<file path="src/rtl/uart_pkg.sv">
// Shared UART definitions: frame state encoding, parity sense and data width.
// Used by both the transmit and receive controllers.
package uart_pkg;

  localparam int   DATA_W      = 8;
  localparam logic PARITY_EVEN = 1'b0;
  localparam logic PARITY_ODD  = 1'b1;

  typedef enum logic [2:0] {
    IDLE   = 3'd0,
    START  = 3'd1,
    DATA   = 3'd2,
    PARITY = 3'd3,
    STOP   = 3'd4
  } uart_state_t;

endpackage

</file>
<file path="src/rtl/uart_baud_cnt.sv">
// Bit-period counter. Counts 0..CLKS_PER_BIT-1 and flags the last cycle of
// each bit period. Clear holds it at zero (used while the line is idle).
module uart_baud_cnt #(
  parameter int CLKS_PER_BIT = 16
) (
  input  logic clk,
  input  logic reset,
  input  logic clear,
  output logic bit_end
);

  localparam int CNT_W = (CLKS_PER_BIT > 2) ? $clog2(CLKS_PER_BIT) : 1;
  localparam logic [CNT_W-1:0] CNT_MAX = CNT_W'(CLKS_PER_BIT - 1);

  logic [CNT_W-1:0] cnt;

  assign bit_end = !clear && (cnt == CNT_MAX);

  // Wrap at the end of every bit period; held at zero while cleared.
  always_ff @(posedge clk or negedge reset) begin
    if (!reset) begin
      cnt <= '0;
    end else if (clear || bit_end) begin
      cnt <= '0;
    end else begin
      cnt <= cnt + 1'b1;
    end
  end

endmodule

</file>
<file path="src/rtl/uart_tx_ctrl.sv">
// UART transmit framing controller. Drives the neighbouring piso (load_data,
// shift), takes its serial data_bit and builds start / 8 data / [parity] /
// stop on tx.
//
// state  | meaning
// IDLE   | line high, waiting for tx_start
// START  | start bit (tx=0)
// DATA   | data bits LSB-first from piso, bit_idx 0..7
// PARITY | optional parity bit
// STOP   | 1 or 2 stop bits (tx=1), stop_idx counts them
module uart_tx_ctrl #(
  parameter int CLKS_PER_BIT = 16,
  parameter int PARITY_EN    = 0,
  parameter int PARITY_ODD   = 0,
  parameter int STOP_BITS    = 1
) (
  input  logic clk,
  input  logic reset,
  input  logic tx_start,
  output logic tx_ready,
  output logic tx_busy,
  output logic tx_done,
  output logic load_data,
  output logic shift,
  input  logic data_bit,
  output logic tx
);

  import uart_pkg::*;

  if (CLKS_PER_BIT < 2 || (STOP_BITS != 1 && STOP_BITS != 2)) begin : g_bad_params
    $error("uart_tx_ctrl: CLKS_PER_BIT must be >= 2 and STOP_BITS 1 or 2");
  end

  localparam logic PAR_EN    = (PARITY_EN != 0);
  localparam logic PAR_INV   = (PARITY_ODD != 0);
  localparam logic STOP_LAST = (STOP_BITS == 2);

  uart_state_t state;
  logic [2:0]  bit_idx;
  logic        stop_idx;
  logic        parity_acc;
  logic        bit_end;

  uart_baud_cnt #(
    .CLKS_PER_BIT(CLKS_PER_BIT)
  ) u_baud_cnt (
    .clk    (clk),
    .reset  (reset),
    .clear  (state == IDLE),
    .bit_end(bit_end)
  );

  assign tx_ready = (state == IDLE);
  assign tx_busy  = !tx_ready;

  // Frame sequencing, bit/stop indices, running parity and the done pulse.
  always_ff @(posedge clk or negedge reset) begin
    if (!reset) begin
      state      <= IDLE;
      bit_idx    <= '0;
      stop_idx   <= 1'b0;
      parity_acc <= 1'b0;
      tx_done    <= 1'b0;
    end else begin
      tx_done <= 1'b0;
      case (state)
        IDLE: begin
          if (tx_start) begin
            state      <= START;
            parity_acc <= 1'b0;
          end
        end
        START: begin
          if (bit_end) begin
            state   <= DATA;
            bit_idx <= '0;
          end
        end
        DATA: begin
          if (bit_end) begin
            parity_acc <= parity_acc ^ data_bit;
            if (bit_idx == 3'd7) begin
              stop_idx <= 1'b0;
              if (PAR_EN) begin
                state <= PARITY;
              end else begin
                state <= STOP;
              end
            end else begin
              bit_idx <= bit_idx + 3'd1;
            end
          end
        end
        PARITY: begin
          if (bit_end) begin
            state    <= STOP;
            stop_idx <= 1'b0;
          end
        end
        STOP: begin
          if (bit_end) begin
            if (stop_idx == STOP_LAST) begin
              state   <= IDLE;
              tx_done <= 1'b1;
            end else begin
              stop_idx <= 1'b1;
            end
          end
        end
        default: state <= IDLE;
      endcase
    end
  end

  // piso strobes and the line mux; tx depends only on flops, never on tx_start.
  always_comb begin
    load_data = (state == IDLE) && tx_start;
    shift     = bit_end && ((state == START) || ((state == DATA) && (bit_idx != 3'd7)));
    tx        = 1'b1;
    case (state)
      START:   tx = 1'b0;
      DATA:    tx = data_bit;
      PARITY:  tx = parity_acc ^ PAR_INV;
      default: tx = 1'b1;
    endcase
  end

endmodule

</file>
<file path="config.mk">
export PLATFORM = sky130hd
export DESIGN_NAME = uart_tx_ctrl
export DESIGN_NICKNAME = d
export VERILOG_FILES = /design/src/rtl/uart_pkg.sv /design/src/rtl/uart_baud_cnt.sv /design/src/rtl/uart_tx_ctrl.sv
export SDC_FILE = /design/constraint.sdc
export NUM_CORES = 1
export LEC_CHECK = 0
export BUFFER_PORTS_ARGS = -buffer_cell sky130_fd_sc_hd__buf_4
export CORE_MARGIN = 2
export CORE_UTILIZATION = 48
export CTS_CLUSTER_DIAMETER = 80
export DETAILED_ROUTE_END_ITERATION = 10
export PLACE_DENSITY = 0.77
export REMOVE_ABC_BUFFERS = 1
export SLEW_MARGIN = 20
export SYNTH_ARGS = -nofsm -noshare
export SYNTH_HDL_FRONTEND = slang
export SYNTH_SLANG_ARGS = --single-unit
</file>
<file path="constraint.sdc">
create_clock -name clk -period 1.4 [get_ports clk]
set_clock_uncertainty 0.2 [all_clocks]
set_input_delay 0.14 -clock clk [delete_from_list [all_inputs] [get_ports clk]]
set_output_delay 0.14 -clock clk [all_outputs]
set_load 0.1 [all_outputs]
</file>
## Word-level counts from Yosys, hierarchy flattened

Cells that the tools add are included.

| storage, ports and cells | value |
|---|---|
| flip-flop bits (word level) | 13 |
| latch bits | 0 |
| RAM bits | 0 |
| ROM bits | 0 |
| input bits | 4 |
| output and inout bits | 6 |
| logic and storage cells | 65 |
| memories | 0 |

| operators by class | value |
|---|---|
| add/subtract/negate cells | 2 |
| multiply operators | 0 |
| div/mod/pow operators | 0 |
| magnitude comparators | 0 |
| eq/ne operators | 15 |
| shift operators | 0 |
| multiplexer cells | 26 |
| bitwise gates (word level) | 1 |
| reductions and logical operators | 15 |

Operators by type and width:

| kind | number |
|---|---|
| 3-bit two-way mux | 10 |
| 2-bit != test (second input constant) | 8 |
| 3-bit case mux with 5 select lines | 1 |
| 1-bit two-way mux | 10 |
| 7-bit AND reduction | 1 |
| 3-bit by 2-bit == test with 1-bit output (second input constant) | 2 |
| 3-bit == test (second input constant) | 2 |
| 1-bit case mux with 3 select lines | 2 |
| 3-bit case mux with 2 select lines | 1 |
| 5-bit AND reduction | 1 |
| 4-bit by 1-bit adder with 4-bit output (second input constant) | 1 |
| 4-bit == test (second input constant) | 1 |
| 1-bit logical AND | 4 |
| 4-bit two-way mux | 1 |
| 4-bit AND reduction | 1 |
| 2-bit nonzero test | 2 |
| 3-bit by 1-bit adder with 3-bit output (second input constant) | 1 |
| 3-bit by 1-bit == test with 1-bit output (second input constant) | 1 |
| 3-bit zero test | 1 |
| 3-bit != test (second input constant) | 1 |
| 3-bit AND reduction | 1 |
| 3-bit nonzero test | 1 |
| 1-bit logical OR | 2 |
| 1-bit case mux with 2 select lines | 1 |
| other kinds (2) | 2 |

## Logic depth before layout (Yosys ltp)

| logic depth | value |
|---|---|
| word-level depth | 5 |
| depth in mapped cells | 5 |
| gate-level depth less buffers | 5 |

## Hierarchy

From an unflattened synthesis, not the netlist that was laid out.

| second synthesis, totals | value |
|---|---|
| cell total of the unflattened synthesis | 63 |
| area, all modules | 664.4 µm² |

Modules (own cells, without submodules):

| module | instances | cells an instance | area each (µm²) | seq. area each (µm²) |
|---|---|---|---|---|
| uart_tx_ctrl | 1 | 48 | 489.2 | 200.2 |
| uart_baud_cnt | 1 | 15 | 175.2 | 100.1 |

## Worst setup path before layout

OpenSTA, ideal clock, no wires.

| timing | value |
|---|---|
| kind | reg2out |
| start | register state[2] |
| end | output load_data |
| data arrival time | 2.290 ns |
| required time | 1.060 ns |
| setup slack | -1.230 ns |
| stages on the path, launching flop included | 5 |
| path buffers | 1 |
| cells stage by stage | dfrtp_1 buf_6 or3_4 inv_2 and2_1 |

| between the ends | value |
|---|---|
| cells in the longest elaborated chain, start to end | 2 |

Ends and longest elaborated chain:

| item | RTL line | text |
|---|---|---|
| from (decl) | uart_tx_ctrl.sv:39 | `uart_state_t state;` |
| from (signal assigned) | uart_tx_ctrl.sv:60 | `state <= IDLE;` |
| from (signal assigned) | uart_tx_ctrl.sv:70 | `state <= START;` |
| from (signal assigned) | uart_tx_ctrl.sv:76 | `state <= DATA;` |
| 3-bit zero test | - |  |
| named net tx_ready | uart_tx_ctrl.sv:20 | `output logic tx_ready,` |
| 1-bit logical AND | uart_tx_ctrl.sv:118 | `load_data = (state == IDLE) && tx_start;` |
| to (decl) | uart_tx_ctrl.sv:23 | `output logic load_data,` |

The timed path passes the listed nets, and every way through them passes these cells.

## Worst setup path in the final report

| timing | value |
|---|---|
| start | register bit_idx[0] |
| end | output shift |

| between the ends | value |
|---|---|
| cells in the longest elaborated chain, start to end | 4 |

Ends and longest elaborated chain:

| item | RTL line | text |
|---|---|---|
| from (decl) | uart_tx_ctrl.sv:40 | `logic [2:0] bit_idx;` |
| from (signal assigned) | uart_tx_ctrl.sv:91 | `bit_idx <= bit_idx + 3'd1;` |
| 3-bit != test | uart_tx_ctrl.sv:119 | `shift = bit_end && ((state == START) \|\| ((state == DATA) && (bit_idx != 3'd7)));` |
| 1-bit logical AND | uart_tx_ctrl.sv:119 |  |
| 1-bit logical OR | uart_tx_ctrl.sv:119 |  |
| 1-bit logical AND | uart_tx_ctrl.sv:119 |  |
| to (decl) | uart_tx_ctrl.sv:24 | `output logic shift,` |

Every way passes these cells.

==> flow_summary_export.csv <==
group,metric,value,unit
run_status,status,"finished, violations left",
run_status,violations,"negative setup slack",
global_routing,gr-usage-all-layers,26.79,%
global_routing,antenna_found_initial,0,
floorplanning,die_width,42.07,um
cells_and_area,num_antenna_cells,0,
worst_setup_path,r2r_slack,-0.38,ns
sta,slew_headroom,73.98,%
sta,fmax,514.4,MHz
floorplanning,core-area,1334,sq um
synth,synth_top_area_share,43.17,%
global_routing,grt_pass1_wl,3491,um
drt,drt_first_pass_iters,4,
synth,synth_top_area_cell,"dfrtp_1",
sta,fin_crit_sh,138.8,%
synth,yosysWarningCount,0,
drt,drt_iter0_drc,32,
power,clkPwrFrac,11.9,%
synth,synth.distinct_cells,35,
cells_and_area,fillers,63,
synth,synth_area,695.7,sq um
synth,ys.flop_type,"dfrtp_1",
clocking,htreeDepth,1,
drt,wl,2401,um
synth,ys_async_sr_fraction,100.0,%
clocking,cts-buffers-inserted,3,
synth,ys_seq_elements,12,
placement,place_congestion,0.7056,
power,swShare,44.35,%
sta,drv_slew,0,
global_routing,first_global_vias,756,
sta,finalHoldViolCount,0,
sta,fin_crit,1.944,ns
sta,holdWs,0.03084,ns
power,ir_drop,1316,uV
floorplanning,start_util,52.16,%
worst_setup_path,path_class,"reg -> out",
synth,synthTopCellsByArea,"dfrtp_1, ha_1, nor2_1",
global_routing,grt_max_degree,13,
drt,drt-wirelength-per-cell,19.36,um
floorplanning,die_area,1770,sq um
placement,place_ws,-0.2835,ns
drt,detailroute.via_count,769,
clocking,clkTransAtPathRegs,0.08,ns
power,pwr-share-comb,65.3,%
power,internal-power,1.341,mW
cells_and_area,nets,117,
sta,setup_viol,15,
floorplanning,die_y,42.07,um
clocking,tritoncts,"yes",
clocking,cts_root_buf,"clkbuf_4",
worst_setup_path,crit_fanout,2,
cells_and_area,drive_gt1_share,58.72,%
drt,ant_nets,0,
floorplanning,io_pins,10,
power,powerDensity,2038,nW/um^2
hold_path,hold_class,"in -> async",
drt,vias_per_cell,6.202,
synth,synth-seq-area-share,43.17,%
global_routing,gr-total-overflow,0,
flow_run,maxCapViolCount,0,
drt,drc,0,
synth,syn_inst,70,
power,leakage,0.5399,nW
power,p_seq_share,22.8,%
worst_setup_path,startpoint_type,"register",
sta,rsz0062_at_grt,"yes",
placement,detailed_place_hpwl,1209,um
clocking,cts_max_path_buffers,2,
power,p_sw,1.069,mW
power,power.total,2.409,mW
sta,worst_slack,-0.5438,ns
synth,synth_edf_count,0,
synth,syn_area_per_cell,9.938,sq um
clocking,cts.sinks,12,
placement,numPortBuffers,9,
worst_setup_path,cp-end-kind,"output port",
worst_setup_path,critPathArrivalTime,1.60,ns
floorplanning,row_count,13,
sta,worst_pin_slew,0.3852,ns
clocking,insertion_delay,0.28,ns
cells_and_area,area_growth,69.96,%
worst_setup_path,cp.required,1.06,ns
logic make-up (layout without fill, tap and decap cells):
group,Yosys count,after routing,synth area share (%)
AND/OR/NAND/NOR,27,27,22.12
flip-flops,12,12,43.17
AO/OA/AOI/OAI,19,19,19.97
adder cells (fa/ha/maj),3,3,5.396
buffers and inverters,8,47,8.093
XOR/XNOR,1,1,1.259
placed cells by master (no fill, tap or decap), types with 2 or more instances in the layout:
cell type       n
buf_4          24
dfrtp_1        12
buf_6          10
nor2_1          5
nand3_1         3
clkbuf_4        3
buf_12          3
inv_4           2
nor2_4          2
nand4b_1        2
a21oi_2         2
nand2_1         2
a32oi_1         2
o2bb2ai_1       2
ha_2            2
dlygate4sd3_1   2
critical path, cell delays in order, from the launching register on:
cell     delay [ns]
dfrtp_1        0.40
ha_2           0.19
ha_4           0.16
o21a_1         0.18
nor2_1         0.14
buf_6          0.25
metal layers:
| layer | vias to the layer above | share of wire [%] | global-route usage [%] |
|---|---|---|---|
| met5 | - | 0 | 0 |
| met4 | 0 | 3.2 | 13.13 |
| met3 | 13 | 7.9 | 6.034 |
| met2 | 51 | 49 | 48.13 |
| met1 | 362 | 39 | 29.41 |
| li1 | 343 | - | - |
repair_timing:
action	CTS	global route
endpoints found under the hold margin	13	0
pin swaps	5	13
cloned	0	1
hold buffers	2	0
endpoints found under the setup margin	14	17
resized for setup	28	20
setup buffers	5	8
final timing paths:
path                                    from                 to  cells past startpoint
setup / recovery                  bit_idx[0]              shift                      5
hold / removal                         reset         bit_idx[0]                      2
setup reg to reg                  bit_idx[0]         bit_idx[0]                      5
hold reg to reg            u_baud_cnt.cnt[0]  u_baud_cnt.cnt[0]                      2
max in group asynchronous              reset           state[1]                      2
min in group clk                    data_bit         parity_acc                      3
synthesized netlist by cell type (all sizes together), types with 2 or more instances:
cell type and n:
o2bb2ai 2, dfrtp 12, ha 3, nand4b 2, a21oi 3, a32oi 2
o21ai 2, buf 5, nand2 2, nor2 8, and3 2, nand3 4
nand2b 2, inv 3
power groups by stage:
stage	logic (mW)	registers, mW	clock network, mW
detailed placement	0.991	0.529	0
CTS	1.24	0.525	0.284
global route	1.64	0.553	0.305
floorplan	0.562	0.578	0
global placement	0.959	0.524	0
finish	1.57	0.549	0.287
registers in the layout, summed over array words and instances, names as in the netlist:
register        cells
state               3
parity_acc          1
u_baud_cnt.cnt      4
bit_idx             3
tx_done             1
cell type report:
cell class	instances	area (sq um)	area share (%)
clock buffer	4	36.28	3.069
tap	15	18.77	1.587
multi-input combinational	50	432.9	36.61
inverter	3	16.27	1.376
sequential	12	300.3	25.40
timing repair buffer	40	377.9	31.96
per-stage QoR:
| step | util, % | area (sq um) | TNS, ns | std cells |
|---|---|---|---|---|
| 5_1_grt | 88.65 | 1182 | -4.386 | 124 |
| 2_1_floorplan | - | 650.6 | -5.983 | 65 |
| 3_5_place_dp | 65.38 | 872.1 | -1.884 | 107 |
| 3_3_place_gp | 65.38 | 872.1 | -1.561 | 107 |
| 4_1_cts | 80.68 | 1076 | -3.166 | 118 |
| 6_report | 88.65 | 1182 | -3.781 | 124 |
No activity file was read; power rests on OpenSTA's default activity.
